<file path="src/rtl/lsu.sv">
// Load/store unit: one handshaked request at a time, aligned word access on the
// data bus, store lane replication/strobes and load extraction/extension.
module lsu (
  input  logic        clk,
  input  logic        rst_n,
  input  logic        req_valid,
  output logic        req_ready,
  input  logic        req_we,
  input  logic [2:0]  req_ctr,
  input  logic [31:0] req_addr,
  input  logic [31:0] req_wd,
  output logic        mem_valid,
  input  logic        mem_ready,
  output logic        mem_we,
  output logic [31:0] mem_addr,
  output logic [31:0] mem_wdata,
  output logic [3:0]  mem_wmask,
  input  logic        mem_rvalid,
  input  logic [31:0] mem_rdata,
  output logic        resp_valid,
  output logic [31:0] resp_rd,
  output logic        resp_err
);

  typedef enum logic [1:0] {IDLE, REQ, WAIT, RESP} state_t;

  state_t      state_q;
  logic        we_q;
  logic [2:0]  ctr_q;
  logic [1:0]  off_q;
  logic        mem_valid_q;
  logic        mem_we_q;
  logic [31:0] mem_addr_q;
  logic [31:0] mem_wdata_q;
  logic [3:0]  mem_wmask_q;
  logic        resp_valid_q;
  logic [31:0] resp_rd_q;
  logic        resp_err_q;

  // ctr[1:0] encodes the access size (byte/half/word), ctr[2] selects zero-extension.
  function automatic logic req_legal(input logic [2:0] ctr, input logic [1:0] off);
    case (ctr)
      3'b000, 3'b100: return 1'b1;
      3'b001, 3'b101: return ~off[0];
      3'b010:         return off == 2'b00;
      default:        return 1'b0;
    endcase
  endfunction

  function automatic logic [31:0] store_data(input logic [1:0] size, input logic [31:0] wd);
    case (size)
      2'b00:   return {4{wd[7:0]}};
      2'b01:   return {2{wd[15:0]}};
      default: return wd;
    endcase
  endfunction

  function automatic logic [3:0] store_mask(input logic [1:0] size, input logic [1:0] off);
    case (size)
      2'b00:   return 4'b0001 << off;
      2'b01:   return off[1] ? 4'b1100 : 4'b0011;
      default: return 4'b1111;
    endcase
  endfunction

  function automatic logic [31:0] load_extend(input logic [2:0] ctr, input logic [1:0] off,
                                              input logic [31:0] rdata);
    logic signed [7:0]  b;
    logic signed [15:0] h;
    case (off)
      2'd0:    b = rdata[7:0];
      2'd1:    b = rdata[15:8];
      2'd2:    b = rdata[23:16];
      default: b = rdata[31:24];
    endcase
    h = off[1] ? rdata[31:16] : rdata[15:0];
    case (ctr)
      3'b000:  return 32'(b);
      3'b001:  return 32'(h);
      3'b100:  return {24'd0, b};
      3'b101:  return {16'd0, h};
      default: return rdata;
    endcase
  endfunction

  always_ff @(posedge clk) begin
    if (!rst_n) begin
      state_q      <= IDLE;
      we_q         <= 1'b0;
      ctr_q        <= 3'd0;
      off_q        <= 2'd0;
      mem_valid_q  <= 1'b0;
      mem_we_q     <= 1'b0;
      mem_addr_q   <= 32'd0;
      mem_wdata_q  <= 32'd0;
      mem_wmask_q  <= 4'd0;
      resp_valid_q <= 1'b0;
      resp_rd_q    <= 32'd0;
      resp_err_q   <= 1'b0;
    end else begin
      case (state_q)
        IDLE: begin
          if (req_valid) begin
            we_q  <= req_we;
            ctr_q <= req_ctr;
            off_q <= req_addr[1:0];
            if (req_legal(req_ctr, req_addr[1:0])) begin
              state_q     <= REQ;
              mem_valid_q <= 1'b1;
              mem_we_q    <= req_we;
              mem_addr_q  <= {req_addr[31:2], 2'b00};
              mem_wdata_q <= req_we ? store_data(req_ctr[1:0], req_wd) : 32'd0;
              mem_wmask_q <= req_we ? store_mask(req_ctr[1:0], req_addr[1:0]) : 4'd0;
            end else begin
              // Rejected requests answer directly without touching the bus.
              state_q      <= RESP;
              resp_valid_q <= 1'b1;
              resp_err_q   <= 1'b1;
              resp_rd_q    <= 32'd0;
            end
          end
        end
        REQ: begin
          if (mem_ready) begin
            mem_valid_q <= 1'b0;
            state_q     <= WAIT;
          end
        end
        WAIT: begin
          if (mem_rvalid) begin
            state_q      <= RESP;
            resp_valid_q <= 1'b1;
            resp_err_q   <= 1'b0;
            resp_rd_q    <= we_q ? 32'd0 : load_extend(ctr_q, off_q, mem_rdata);
          end
        end
        RESP: begin
          resp_valid_q <= 1'b0;
          state_q      <= IDLE;
        end
        default: state_q <= IDLE;
      endcase
    end
  end

  assign req_ready  = (state_q == IDLE);
  assign mem_valid  = mem_valid_q;
  assign mem_we     = mem_we_q;
  assign mem_addr   = mem_addr_q;
  assign mem_wdata  = mem_wdata_q;
  assign mem_wmask  = mem_wmask_q;
  assign resp_valid = resp_valid_q;
  assign resp_rd    = resp_rd_q;
  assign resp_err   = resp_err_q;

endmodule
</file>
<file path="config.mk">
export PLATFORM = sky130hd
export DESIGN_NAME = lsu
export DESIGN_NICKNAME = d
export VERILOG_FILES = /design/src/rtl/lsu.sv
export SDC_FILE = /design/constraint.sdc
export NUM_CORES = 1
export LEC_CHECK = 0
export CORE_MARGIN = 5
export CORE_UTILIZATION = 46
export CTS_CLUSTER_DIAMETER = 100
export DETAILED_ROUTE_END_ITERATION = 8
export PLACE_DENSITY = 0.85
export SYNTH_ARGS = -nofsm -noshare
export SYNTH_HDL_FRONTEND = slang
export SYNTH_SLANG_ARGS = --single-unit
export TNS_END_PERCENT = 100
</file>
<file path="constraint.sdc">
create_clock -name clk -period 2.81 [get_ports clk]
set_input_delay 0.4215 -clock clk [delete_from_list [all_inputs] [get_ports clk]]
set_output_delay 0.4215 -clock clk [all_outputs]
set_load 0.05 [all_outputs]
</file>
==> run_results.csv <==
group,metric,value,unit
floorplan,die_w,114.7,um
worst_hold_path,hp-class,"flip-flop to flip-flop",
placement,portBuffers,207,
floorplan,io_pins,210,
logic_synthesis,ys_async_sr_fraction,0,%
placement,gp_congestion,0.8677,
logic_synthesis,synth_cell_type_count,50,
logic_synthesis,yosysWarnings,0,
sta,maxSlewHeadroom,51.07,%
logic_synthesis,synth.most_common_cell,"nand2_1",
logic_synthesis,synth_top_area_share,43.70,%
worst_hold_path,hold_start,"mem_wdata[31]$_SDFFE_PN0P_",
floorplan,core.rowCount,38,
sta,clock_skew,0.01154,ns
clock_network,cts.hold.buffers_added,0,
run_status,run_status,"complete, no violations",
sta,maxSlewViolCount,0,
sta,hold_ws,0.4573,ns
critical_path,r2r_slack,0.41,ns
floorplan,die_height,114.7,um
logic_synthesis,ys_seq_elements,110,
sta,period_minus_slack,2.594,ns
critical_path,r2r-end,"resp_rd[4]$_SDFFE_PN0P_",
detailed_routing,drt-total-wl,16.59,mm
detailed_routing,first_pass_iters,8,
logic_synthesis,avgSynthCellArea,8.454,um2
critical_path,worst-path-max-fanout,11,
logic_synthesis,ys_top_cells_by_count,"142 x nand2_1, 110 x dfxtp_1, 77 x a21oi_1",
sta,fin_crit_sh,92.30,%
critical_path,max_stage_delay,0.91,ns
critical_path,rr_startpoint,"state_q[1]$_SDFFE_PN0P_",
logic_synthesis,synth_area,5039,um2
detailed_routing,drcViolationCount,0,
grt,grt_pass1_vias,5033,
clock_network,clk_latency,0.38,ns
power_and_ir_drop,p_leak,2.581,nW
worst_hold_path,holdPathEnd,"mem_wdata[31]$_SDFFE_PN0P_",
sta,setup_violations,0,
grt,grt_pass1_wl,25.85,mm
cells_and_area,syn_to_final_growth,46.64,%
detailed_routing,wl_per_cell,17.96,um
detailed_routing,drt-initial-drc-count,354,
detailed_routing,vias_per_cell,5.544,
critical_path,cp.required,2.39,ns
grt,grt_max_degree,51,
clock_network,clk_pin_slew_worst_paths,0.11,ns
cells_and_area,num_antenna_cells,0,
placement,hpwlAfterDp,12.40,mm
detailed_routing,antenna_left,0,
clock_network,cts.sinks,110,
critical_path,cpMaxStageDelayCell,"clkdlybuf4s50_1",
logic_synthesis,ys_seq_area_share,43.70,%
worst_hold_path,min_path_cells,2,
logic_synthesis,synthTopCellsByArea,"dfxtp_1 44%, nand2_1 11%, a21oi_1 7.6%",
clock_network,cts_tree,"done",
floorplan,start_util,46.68,%
critical_path,cp.arrival,2.17,ns
clock_network,root_buffer,"clkbuf_8",
logic_synthesis,synth_cells,596,
cells_and_area,final_layout_size_suffix_gt1_share,8.546,%
logic_synthesis,synth_flop_cell,"dfxtp_1",
sta,max_freq,0.3856,GHz
clock_network,htree_levels,3,
clock_network,clock_path_buffers,2,
critical_path,cp-start-kind,"flip-flop",
cells_and_area,finalNonFillerCells,924,
placement,dp_cells,908,
logic_synthesis,synth_edf_count,0,
detailed_routing,num_vias,5123,
power_and_ir_drop,vdd_ir_drop_max,0.0004687,V
logic_synthesis,yosysTopAreaCell,"dfxtp_1",
grt,track_usage,24.65,%
floorplan,design.core.area,10790,um2
clock_network,cts_setup_buffers,0,
grt,antenna_found_initial,0,
critical_path,worst-r2r-cell-count,6,
clock_network,cts_resized,0,
run,max_cap_viol_count,0,
cells_and_area,nNetsFinal,888,
critical_path,path_class,"flip-flop to primary output",
critical_path,path_cells,"inv_1 -> ha_1 -> clkdlybuf4s50_1",
sta,fin_tns_setup,0,ns
clock_network,cts_made_buffers,9,
sta,grt_setup_unrepaired,"false",
critical_path,worstSetupEndpointType,"primary output",
sta,worst_pin_slew,0.7340,ns
sta,hold_viol,0,
grt,grt_overflow,0,
power_and_ir_drop,power_density,642.6,nW/um2
floorplan,dieArea,13150,um2
## worst max-delay path, delay by kind of cell, from the launching register on
family                     cells  cell delay [ns]
DFF                            1             0.36
adders and majority gates      1             0.43
buffers and inverters          2             1.00
## power by group
part           internal, mW  total [mW]  switching, mW
clock network         0.442       0.996          0.554
registers              1.72        1.84          0.117
logic                 0.705        1.91           1.21
## how the worst max path moves through the flow
stage                     slack [ns]                     from  cells after the start                  endpoint
after floorplan                 0.50  state_q[0]$_SDFFE_PN0P_                      8  resp_rd[10]$_SDFFE_PN0P_
after detailed placement        0.13              req_addr[1]                      5  resp_rd[12]$_SDFFE_PN0P_
after CTS                       0.21  state_q[0]$_SDFFE_PN0P_                      3                 req_ready
after global placement          0.24              req_addr[1]                      5   resp_rd[6]$_SDFFE_PN0P_
final                           0.22  state_q[1]$_SDFFE_PN0P_                      3                 req_ready
after global routing            0.12  state_q[0]$_SDFFE_PN0P_                      3                 req_ready
## sequential cells by signal (all words and copies together), names as in the netlist
name and flops:
mem_wdata 32, resp_rd 32, mem_addr 30, mem_wmask 4, ctr_q 3, off_q 2
state_q 2, mem_valid 1, mem_we 1, resp_err 1, resp_valid 1, we_q 1
## metrics by stage
step           util (%)  instance area, um2  setup WS (ns)  power (mW)
2_1_floorplan         -                5042         0.5036       3.128
3_3_place_gp      66.55                7183         0.2406       3.725
3_5_place_dp      66.55                7183         0.1257       3.782
4_1_cts           68.46                7388         0.2073       4.768
5_1_grt           68.46                7388         0.1249       4.987
6_report          68.46                7388         0.2163       4.748
## layout make-up
class,count,area [um2]
Fill cell,842,3405
Multi-Input combinational cell,430,2569
Timing Repair Buffer,220,2207
Sequential cell,110,2202
Tap cell,140,175.2
Clock buffer,10,137.6
Clock inverter,6,67.56
Inverter,8,30.03
## logic make-up after synthesis
family | after synthesis | share of synthesized area, %
AO/OA/AOI/OAI | 167 | 23.62
adder cells (fa/ha/maj) | 4 | 0.9933
buffers and inverters | 57 | 5.637
flip-flops | 110 | 43.70
multiplexers | 29 | 6.407
other | 1 | 0.07443
AND/OR/NAND/NOR | 228 | 19.57
## layout by cell type (no fill, tap or decap), types with 4 or more instances in the layout
master,instances
clkdlybuf4s50_1,207
nand2_1,142
dfxtp_1,110
a21oi_1,77
nand3_1,34
nor2_1,26
mux2_2,16
mux2i_1,12
o211ai_1,11
o21ai_0,11
a22o_1,10
o2bb2ai_2,10
clkbuf_8,10
buf_4,10
nand2b_1,8
nor2b_1,7
inv_1,6
a22oi_1,6
o22ai_1,6
a32oi_1,6
a32o_1,6
o2bb2ai_1,6
nor3_1,4
ha_1,4
## routing by layer
metal	vias to the layer above	GRT usage [%]	share of wire, %
met5	-	0	0
met2	250	40.36	47
met1	2392	28.62	39
met4	0	8.868	2.1
met3	31	10.68	12
li1	2450	-	-
(Power assumes the default switching activity.)
